`config.mk`:
```
export PLATFORM = sky130hd
export DESIGN_NAME = gelato_fetch_scheduler_flat
export DESIGN_NICKNAME = d
export VERILOG_FILES = /design/src/rtl/gelato_fetch_scheduler_if.sv /design/src/rtl/gelato_fetch_scheduler.sv /design/src/flat_wrapper.sv
export SDC_FILE = /design/constraint.sdc
export NUM_CORES = 1
export LEC_CHECK = 0
export BUFFER_PORTS_ARGS = -buffer_cell sky130_fd_sc_hd__buf_2
export CELL_PAD_IN_SITES_DETAIL_PLACEMENT = 1
export CELL_PAD_IN_SITES_GLOBAL_PLACEMENT = 1
export CORE_AREA = 2 2 222 224
export CTS_CLUSTER_SIZE = 8
export DETAILED_ROUTE_END_ITERATION = 12
export DIE_AREA = 0 0 224 226
export PLACE_DENSITY = 0.74
export SLEW_MARGIN = 5
export SYNTH_ARGS = -nofsm -noshare
export SYNTH_HDL_FRONTEND = slang
export SYNTH_SLANG_ARGS = --single-unit
```
`constraint.sdc`:
```
create_clock -name clk -period 4.9 [get_ports clk]
set_input_delay 0.49 -clock clk [delete_from_list [all_inputs] [get_ports clk]]
set_output_delay 0.49 -clock clk [all_outputs]
set_load 0.02 [all_outputs]
```
`src/rtl/gelato_fetch_scheduler_if.sv`:
```
// Fetch-scheduler bus: warp launch, decode/branch writeback and fetch-request handshake.
interface gelato_fetch_scheduler_if #(
  parameter int unsigned NUM_WARPS   = 8,
  parameter int unsigned PC_WIDTH    = 32,
  parameter int unsigned SPLIT_WIDTH = 2
);
  localparam int unsigned WARP_WIDTH = $clog2(NUM_WARPS);

  logic                   launch_valid;
  logic [WARP_WIDTH-1:0]  launch_warp;
  logic [PC_WIDTH-1:0]    launch_pc;
  logic [SPLIT_WIDTH-1:0] launch_split;

  logic                   update_valid;
  logic [WARP_WIDTH-1:0]  update_warp;
  logic [PC_WIDTH-1:0]    update_pc;
  logic                   update_done;

  logic                   fetch_valid;
  logic [PC_WIDTH-1:0]    fetch_pc;
  logic [WARP_WIDTH-1:0]  fetch_warp_num;
  logic [SPLIT_WIDTH-1:0] fetch_split_num;
  logic                   fetch_caught;

  logic [NUM_WARPS-1:0]   warp_active;

  // Environment side: launcher, writeback path and fetch unit.
  modport master (
    output launch_valid, launch_warp, launch_pc, launch_split,
    output update_valid, update_warp, update_pc, update_done,
    output fetch_caught,
    input  fetch_valid, fetch_pc, fetch_warp_num, fetch_split_num, warp_active
  );

  modport slave (
    input  launch_valid, launch_warp, launch_pc, launch_split,
    input  update_valid, update_warp, update_pc, update_done,
    input  fetch_caught,
    output fetch_valid, fetch_pc, fetch_warp_num, fetch_split_num, warp_active
  );
endinterface

```
`src/rtl/gelato_fetch_scheduler.sv`:
```
// Per-warp PC table with a round-robin picker offering one fetch request at a time.
module gelato_fetch_scheduler #(
  parameter int unsigned NUM_WARPS   = 8,
  parameter int unsigned PC_WIDTH    = 32,
  parameter int unsigned SPLIT_WIDTH = 2
) (
  input logic                    clk,
  input logic                    rst_n,
  input logic                    rdy,
  gelato_fetch_scheduler_if.slave bus
);
  localparam int unsigned WARP_WIDTH = $clog2(NUM_WARPS);

  typedef enum logic {SELECT, OFFER} state_e;

  state_e                 state_q;
  logic [NUM_WARPS-1:0]   active_q;
  logic [NUM_WARPS-1:0]   inflight_q;
  logic [PC_WIDTH-1:0]    pc_q    [NUM_WARPS];
  logic [SPLIT_WIDTH-1:0] split_q [NUM_WARPS];
  logic [WARP_WIDTH-1:0]  rr_q;

  logic                   fetch_valid_q;
  logic [PC_WIDTH-1:0]    fetch_pc_q;
  logic [WARP_WIDTH-1:0]  fetch_warp_q;
  logic [SPLIT_WIDTH-1:0] fetch_split_q;

  logic [NUM_WARPS-1:0]   eligible;
  logic                   found;
  logic [WARP_WIDTH-1:0]  sel;
  logic [WARP_WIDTH-1:0]  idx;
  logic                   launch_ok;
  logic                   update_ok;

  assign eligible  = active_q & ~inflight_q;
  assign launch_ok = bus.launch_valid && !active_q[bus.launch_warp];
  assign update_ok = bus.update_valid && active_q[bus.update_warp] && inflight_q[bus.update_warp];

  // Scan starting at rr_q; index arithmetic wraps because NUM_WARPS is a power of two.
  always_comb begin
    found = 1'b0;
    sel   = '0;
    idx   = '0;
    for (int unsigned i = 0; i < NUM_WARPS; i++) begin
      idx = rr_q + WARP_WIDTH'(i);
      if (!found && eligible[idx]) begin
        found = 1'b1;
        sel   = idx;
      end
    end
  end

  always_ff @(posedge clk or negedge rst_n) begin
    if (!rst_n) begin
      state_q       <= SELECT;
      active_q      <= '0;
      inflight_q    <= '0;
      rr_q          <= '0;
      fetch_valid_q <= 1'b0;
      fetch_pc_q    <= '0;
      fetch_warp_q  <= '0;
      fetch_split_q <= '0;
      for (int unsigned w = 0; w < NUM_WARPS; w++) begin
        pc_q[w]    <= '0;
        split_q[w] <= '0;
      end
    end else if (rdy) begin
      if (launch_ok) begin
        active_q[bus.launch_warp]   <= 1'b1;
        inflight_q[bus.launch_warp] <= 1'b0;
        pc_q[bus.launch_warp]       <= bus.launch_pc;
        split_q[bus.launch_warp]    <= bus.launch_split;
      end
      if (update_ok) begin
        pc_q[bus.update_warp]       <= bus.update_pc;
        inflight_q[bus.update_warp] <= 1'b0;
        if (bus.update_done) active_q[bus.update_warp] <= 1'b0;
      end
      // Selection is placed last so its inflight set wins over a same-warp update clear.
      case (state_q)
        SELECT: begin
          if (found) begin
            fetch_valid_q   <= 1'b1;
            fetch_pc_q      <= pc_q[sel];
            fetch_warp_q    <= sel;
            fetch_split_q   <= split_q[sel];
            inflight_q[sel] <= 1'b1;
            rr_q            <= sel + 1'b1;
            state_q         <= OFFER;
          end
        end
        OFFER: begin
          if (bus.fetch_caught) begin
            fetch_valid_q <= 1'b0;
            state_q       <= SELECT;
          end
        end
        default: state_q <= SELECT;
      endcase
    end
  end

  always_ff @(posedge clk) begin
    if (rst_n && rdy) begin
      assert (!(bus.launch_valid && active_q[bus.launch_warp]))
        else $error("launch to already active warp %0d", bus.launch_warp);
      assert (!(bus.update_valid && !(active_q[bus.update_warp] && inflight_q[bus.update_warp])))
        else $error("update to warp %0d that is not active and in flight", bus.update_warp);
    end
  end

  assign bus.fetch_valid     = fetch_valid_q;
  assign bus.fetch_pc        = fetch_pc_q;
  assign bus.fetch_warp_num  = fetch_warp_q;
  assign bus.fetch_split_num = fetch_split_q;
  assign bus.warp_active     = active_q;

endmodule

```
`src/flat_wrapper.sv`:
```
// flat-port wrapper written by rule: the top's interface ports become plain ports
module gelato_fetch_scheduler_flat 
#(
  parameter int unsigned NUM_WARPS   = 8,
  parameter int unsigned PC_WIDTH    = 32,
  parameter int unsigned SPLIT_WIDTH = 2
)
  (clk, rst_n, rdy, bus_launch_valid, bus_launch_warp, bus_launch_pc, bus_launch_split, bus_update_valid, bus_update_warp, bus_update_pc, bus_update_done, bus_fetch_caught, bus_fetch_valid, bus_fetch_pc, bus_fetch_warp_num, bus_fetch_split_num, bus_warp_active);
  gelato_fetch_scheduler_if #(.NUM_WARPS(NUM_WARPS), .PC_WIDTH(PC_WIDTH), .SPLIT_WIDTH(SPLIT_WIDTH)) bus_i ();
  input logic clk;
  input logic rst_n;
  input logic rdy;
  input wire logic [$bits(bus_i.launch_valid)-1:0] bus_launch_valid;
  input wire logic [$bits(bus_i.launch_warp)-1:0] bus_launch_warp;
  input wire logic [$bits(bus_i.launch_pc)-1:0] bus_launch_pc;
  input wire logic [$bits(bus_i.launch_split)-1:0] bus_launch_split;
  input wire logic [$bits(bus_i.update_valid)-1:0] bus_update_valid;
  input wire logic [$bits(bus_i.update_warp)-1:0] bus_update_warp;
  input wire logic [$bits(bus_i.update_pc)-1:0] bus_update_pc;
  input wire logic [$bits(bus_i.update_done)-1:0] bus_update_done;
  input wire logic [$bits(bus_i.fetch_caught)-1:0] bus_fetch_caught;
  output wire logic [$bits(bus_i.fetch_valid)-1:0] bus_fetch_valid;
  output wire logic [$bits(bus_i.fetch_pc)-1:0] bus_fetch_pc;
  output wire logic [$bits(bus_i.fetch_warp_num)-1:0] bus_fetch_warp_num;
  output wire logic [$bits(bus_i.fetch_split_num)-1:0] bus_fetch_split_num;
  output wire logic [$bits(bus_i.warp_active)-1:0] bus_warp_active;
  assign bus_i.launch_valid = bus_launch_valid;
  assign bus_i.launch_warp = bus_launch_warp;
  assign bus_i.launch_pc = bus_launch_pc;
  assign bus_i.launch_split = bus_launch_split;
  assign bus_i.update_valid = bus_update_valid;
  assign bus_i.update_warp = bus_update_warp;
  assign bus_i.update_pc = bus_update_pc;
  assign bus_i.update_done = bus_update_done;
  assign bus_i.fetch_caught = bus_fetch_caught;
  assign bus_fetch_valid = bus_i.fetch_valid;
  assign bus_fetch_pc = bus_i.fetch_pc;
  assign bus_fetch_warp_num = bus_i.fetch_warp_num;
  assign bus_fetch_split_num = bus_i.fetch_split_num;
  assign bus_warp_active = bus_i.warp_active;
  gelato_fetch_scheduler #(.NUM_WARPS(NUM_WARPS), .PC_WIDTH(PC_WIDTH), .SPLIT_WIDTH(SPLIT_WIDTH)) u_core (.clk(clk), .rst_n(rst_n), .rdy(rdy), .bus(bus_i));
endmodule
```
# Yosys cells after proc, flatten, opt, wreduce, memory -nomap -nowiden
# Cells that the tools add are included.
dict set report classes {
  n_eq_ne 2
  n_lt_le_gt_ge 19
  reduce_logical 26
  addsub 8
  n_mux 78
  bitwise 13
}
# operator n
set op_table {}
lappend op_table {{2-to-1 mux 256 bit} 3}
lappend op_table {{bitwise mux 256 bit} 2}
lappend op_table {{demux 32 bit (select 3 bit)} 2}
lappend op_table {{2-to-1 mux 32 bit} 4}
lappend op_table {{binary-select mux 32 bit (select 3 bit)} 1}
lappend op_table {{2-to-1 mux 8 bit} 10}
lappend op_table {{< comparator 3 x 4 -> 1 bit, second input constant} 11}
lappend op_table {{binary-select mux 1 bit (select 3 bit)} 11}
lappend op_table {{bitwise AND 8 bit} 4}
lappend op_table {{2-to-1 mux 1 bit} 26}
lappend op_table {{2-to-1 mux 3 bit} 8}
lappend op_table {{inverter 8 bit} 3}
lappend op_table {{bitwise mux 16 bit} 1}
lappend op_table {{bitwise OR 8 bit} 2}
lappend op_table {{logical AND 1 bit} 15}
lappend op_table {{adder 3 bit, second input constant} 4}
lappend op_table {{greater-or-equal comparator 4 bit, second input constant} 3}
lappend op_table {{inverter 3 -> 4 bit} 3}
lappend op_table {{demux 1 bit (select 3 bit)} 3}
lappend op_table {{greater-or-equal comparator 3 x 1 -> 1 bit, second input constant} 3}
lappend op_table {{zero test 1 bit} 8}
lappend op_table {{< comparator 4 x 1 -> 1 bit, second input constant} 2}
lappend op_table {{adder 3 x 1 -> 3 bit, second input constant} 2}
lappend op_table {{adder 3 x 2 -> 3 bit, second input constant} 2}
lappend op_table {{other kinds (9)} 13}
dict set report totals {
  output_inout_bits 46
  input_bits 79
  register_bits 330
  wordCells 170
}

# Longest topological paths before layout
dict set report depth {
  depth_word 33
  ltp_mapped 15
}

# Worst setup path after synthesis
# No wires, ideal clock.
dict set report synth_timing {
  kind {register to register}
  start {register u_core.rr_q[1]}
  end {register u_core.fetch_pc_q[14] (netlist: u_core.bus.fetch_pc[14])}
  required_time_ns 4.796
  setup_slack_ns 1.092
  arrival_ns 3.705
  setup_ns 0.104
  stages_incl_launch_ff 15
  cell_sequence {dfrtp_1 -> buf_2 -> inv_2 -> clkbuf_1 -> ha_1 -> clkbuf_1 -> mux4_2 -> o2111a_1 -> o31a_1 -> or4_1 -> buf_2 -> nand2_4 -> buf_4 -> o32ai_1 -> o41ai_2}
}
dict set report synth_via {
  elab_chain_len 28
}
# element line
set synth_rtl {}
lappend synth_rtl {{from (decl)} gelato_fetch_scheduler.sv:21} ;# logic [WARP_WIDTH-1:0] rr_q;
lappend synth_rtl {{from (signal assigned)} gelato_fetch_scheduler.sv:88} ;# rr_q <= sel + 1'b1;
lappend synth_rtl {{branches (longest 28 deep; another with adder 3 x 1 -> 3 bit)} -}
lappend synth_rtl {{to (signal assigned)} gelato_fetch_scheduler.sv:84} ;# fetch_pc_q <= pc_q[sel];
lappend synth_rtl {{to (decl)} gelato_fetch_scheduler.sv:24} ;# logic [PC_WIDTH-1:0] fetch_pc_q;
# Several ways; the timed one is not identified. The select of a mux whose other input is x is not followed.
# A chain may end at the register's enable or synchronous reset.

# Worst setup path after layout
dict set report layout_timing {
  start {register u_core.rr_q[1]}
  end {register u_core.fetch_pc_q[27] (netlist: u_core.bus.fetch_pc[27])}
}
# Same word-level chain as after synthesis.

==> metrics.md <==
| Metric | Value |
|---|---|
| CP cell instances | inv_2 -> ha_1 -> inv_2 -> mux4_2 -> and4_1 -> buf_4 -> nand2_1 -> a21oi_2 -> nor3_1 -> buf_4 -> a221oi_1 -> a21oi_1 |
| Critical path startpoint category | register |
| Hold Slack | -0.0159 ns |
| Ys async rst share | 100% |
| Slew headroom | 18.8% |
| Mapped Area | 19,000 um2 |
| Failing checks | negative hold slack |
| GRT Total Usage | 31.1% |
| Maximum Capacitance Violations | 0 |
| Crit path largest cell delay | 0.96 ns |
| Post-CTS setup buffers | 0 |
| Cell variety after synth | 75 |
| Antenna violations before repair | 2 |
| Avg WL per Cell | 29.2 um |
| First-pass GRT wire length | 122 mm |
| Hold buffer count at CTS | 0 |
| Total grt overflow | 0 |
| Worst skew pair latency | 0.60 ns |
| Initial Util | 39.4% |
| Max Freq | 221 MHz |
| Mapped Avg Cell Area | 8.88 um2 |
| Clock Skews | 0.0266 ns |
| Final hold violations | 12 |
| Post-Route WL | 79.4 mm |
| RSZ-0062 raised after global routing | false |
| Synth Instances | 2,142 |
| Worst Max-Slew Pin Slew | 1.22 ns |
| I/O Buffers | 124 |
| Die H | 226 um |
| Final min period | 4.53 ns |
| Final Setup Violations | 0 |
| FF+latch count, synth | 330 |
| CP delay by family, top | simple AND/OR/NAND/NOR gates |
| CTS max path bufs | 3 |
| DP Wirelength | 46.6 mm |
| Main synth FF type | dfrtp_1 |
| Detailed Route Iter0 Violations | 1,955 |
| Final ANT Viol Nets | 0 |
| Vias per std cell | 6.91 |
| Root buf cell | clkbuf_16 |
| DRT Pass-1 Iters | 6 |
| CP max FO | 25 |
| Crit path buf inv count | 4 |
| RD Place Congestion | 0.864 |
| Worst setup EP type | register |
| Vias in the first global route | 19,800 |
| Filler instances | 5,511 |
| Rows | 81 |
| Post-synth EDFFs | 0 |
| Seq/Total Area, Yosys | 43.4% |
| TritonCTS clock tree | built |
| Die ar. | 50,600 um2 |
| Detailed-route via count | 18,800 |
| Synth Warn # | 0 |
| CP max-delay cell | nor3_1 |
| Clk sinks | 330 |
| Syn nets | 2,223 |
| DR DRC count | 0 |
| TNS Setup | 0 ns |
| Die X | 224 um |
| Hold crit path type | input pin to asynchronous set/reset pin |
| Area delta synth->final | 11.5% |
| Post-cts resize count | 0 |
| I/O pins | 125 |
| Critical path arrival | 5.04 ns |
| Largest net degree at the start of global routing | 232 |
| Required time worst endpoint | 5.41 ns |
| H-tree Lvls | 2 |
| Share of post-route cells with drive strength above 1 | 15.3% |
| Setup Crit Path Kind | register to register |
| Clock Pin Slew Worst Setup and Hold Paths | 0.05 ns |
| Final nets | 2,173 |
| Final period util | 92.5% |
| CTS buffer count | 47 |
| Core area | 48,300 um2 |
| Run status | finished with violations |
| Fin. max-slew vios | 0 |
-- metrics by stage --
step                      setup WS [ns]  utilization [%]  cell area (um2)  cells
after global routing             0.0797             43.9            21200   2718
after global placement            0.691             41.3            20000   2665
final                             0.365             43.9            21200   2719
after detailed placement          0.440             41.3            20000   2665
after CTS                         0.393             43.9            21200   2717
after floorplan                    1.09                -            19000   2142
-- sequential cells by signal, summed over array words and instances, names as in the netlist --
register,flops
u_core.bus.fetch_pc,32
u_core.pc_q,256
u_core.inflight_q,8
u_core.split_q,16
u_core.bus.fetch_valid,1
u_core.rr_q,3
u_core.bus.fetch_split_num,2
u_core.bus.fetch_warp_num,3
u_core.bus.warp_active,8
u_core.state_q,1
-- cells by family (layout without fill, tap and decap cells) --
group,Yosys count,count (layout),share of synthesized area [%]
other,0,2,0
buffers and inverters,371,324,7.64
and+or+nand+nor,467,467,11.6
DFF,330,330,43.4
adders and majority gates,2,2,0.131
AOI/OAI and AO/OA,926,926,33.8
xor gates and xnor gates,3,3,0.138
muxes,43,43,3.27
-- worst register-to-register path, cell delays in order (launching register included) --
cell and delay, ns:
dfrtp_1 0.52, inv_2 0.19, ha_1 0.50, inv_2 0.26
mux4_2 0.63, and4_1 0.30, buf_4 0.26, nand2_1 0.14
a21oi_2 0.08, nor3_1 0.96, buf_4 0.32, a221oi_1 0.10
a21oi_1 0.18
-- layout by cell type (no fill, tap or decap), types with 41 or more instances in the layout --
cell       Yosys  routed
and2_1        51      50
a21boi_0      47      47
a22oi_1       41      41
buf_2         13     122
nand2_1       62      61
a221oi_1      82      82
nor2_1       238     238
clkbuf_16      0      47
o22ai_1      257     257
a21oi_1      251     241
buf_4          2      55
dfrtp_1      330     330
inv_1         84      84
o211ai_1      60      60
-- worst paths after layout --
path | from | endpoint | slack, ns | cells past startpoint
max | u_core.rr_q[1] | u_core.bus.fetch_pc[27] | 0.37 | 12
max reg2reg | u_core.rr_q[1] | u_core.bus.fetch_pc[27] | 0.37 | 12
min | rst_n | u_core.pc_q[243] | -0.02 | 1
min in group clk | bus_fetch_caught | u_core.state_q | 0.17 | 4
min reg2reg | u_core.bus.fetch_valid | u_core.bus.fetch_valid | 0.49 | 2
max in group asynchronous | rst_n | u_core.pc_q[15] | 3.66 | 2
-- routing by layer --
metal  wire length (um)  global-route usage, %
met1              33900                   41.4
met2              36800                   49.9
met3               5840                   5.87
met4               2770                   12.8
met5                 11                      0
-- layout make-up --
class / instances / area [um2] / area share [%]
Tap cell: 622 / 778 / 3.67
Inverter: 87 / 327 / 1.54
Clock buffer: 49 / 1180 / 5.58
Clock inverter: 3 / 62.6 / 0.295
Timing Repair Buffer: 185 / 1170 / 5.52
Antenna cell: 2 / 5.00 / 0.0236
Multi-Input combinational cell: 1441 / 9440 / 44.5
Sequential cell: 330 / 8260 / 38.9
-- cell usage after synthesis, drive strengths merged, types with 15 or more instances --
library cell | count | area [um2]
a2111oi | 22 | 193
a21boi | 48 | 360
a21oi | 251 | 1260
a221oi | 82 | 718
a22oi | 41 | 308
a311oi | 22 | 193
a32oi | 23 | 201
and2 | 51 | 319
and3 | 23 | 144
buf | 95 | 418
clkbuf | 189 | 709
dfrtp | 330 | 8260
inv | 87 | 327
mux2 | 21 | 240
nand2 | 64 | 250
nand2b | 20 | 133
nor2 | 239 | 900
o211ai | 60 | 450
o22ai | 257 | 1610
o31ai | 24 | 194
o32ai | 28 | 245
o41ai | 23 | 359
or3 | 15 | 93.8
Power is not shown: default switching activity piles up to over one toggle a cycle in this logic, so the estimate is an artifact.
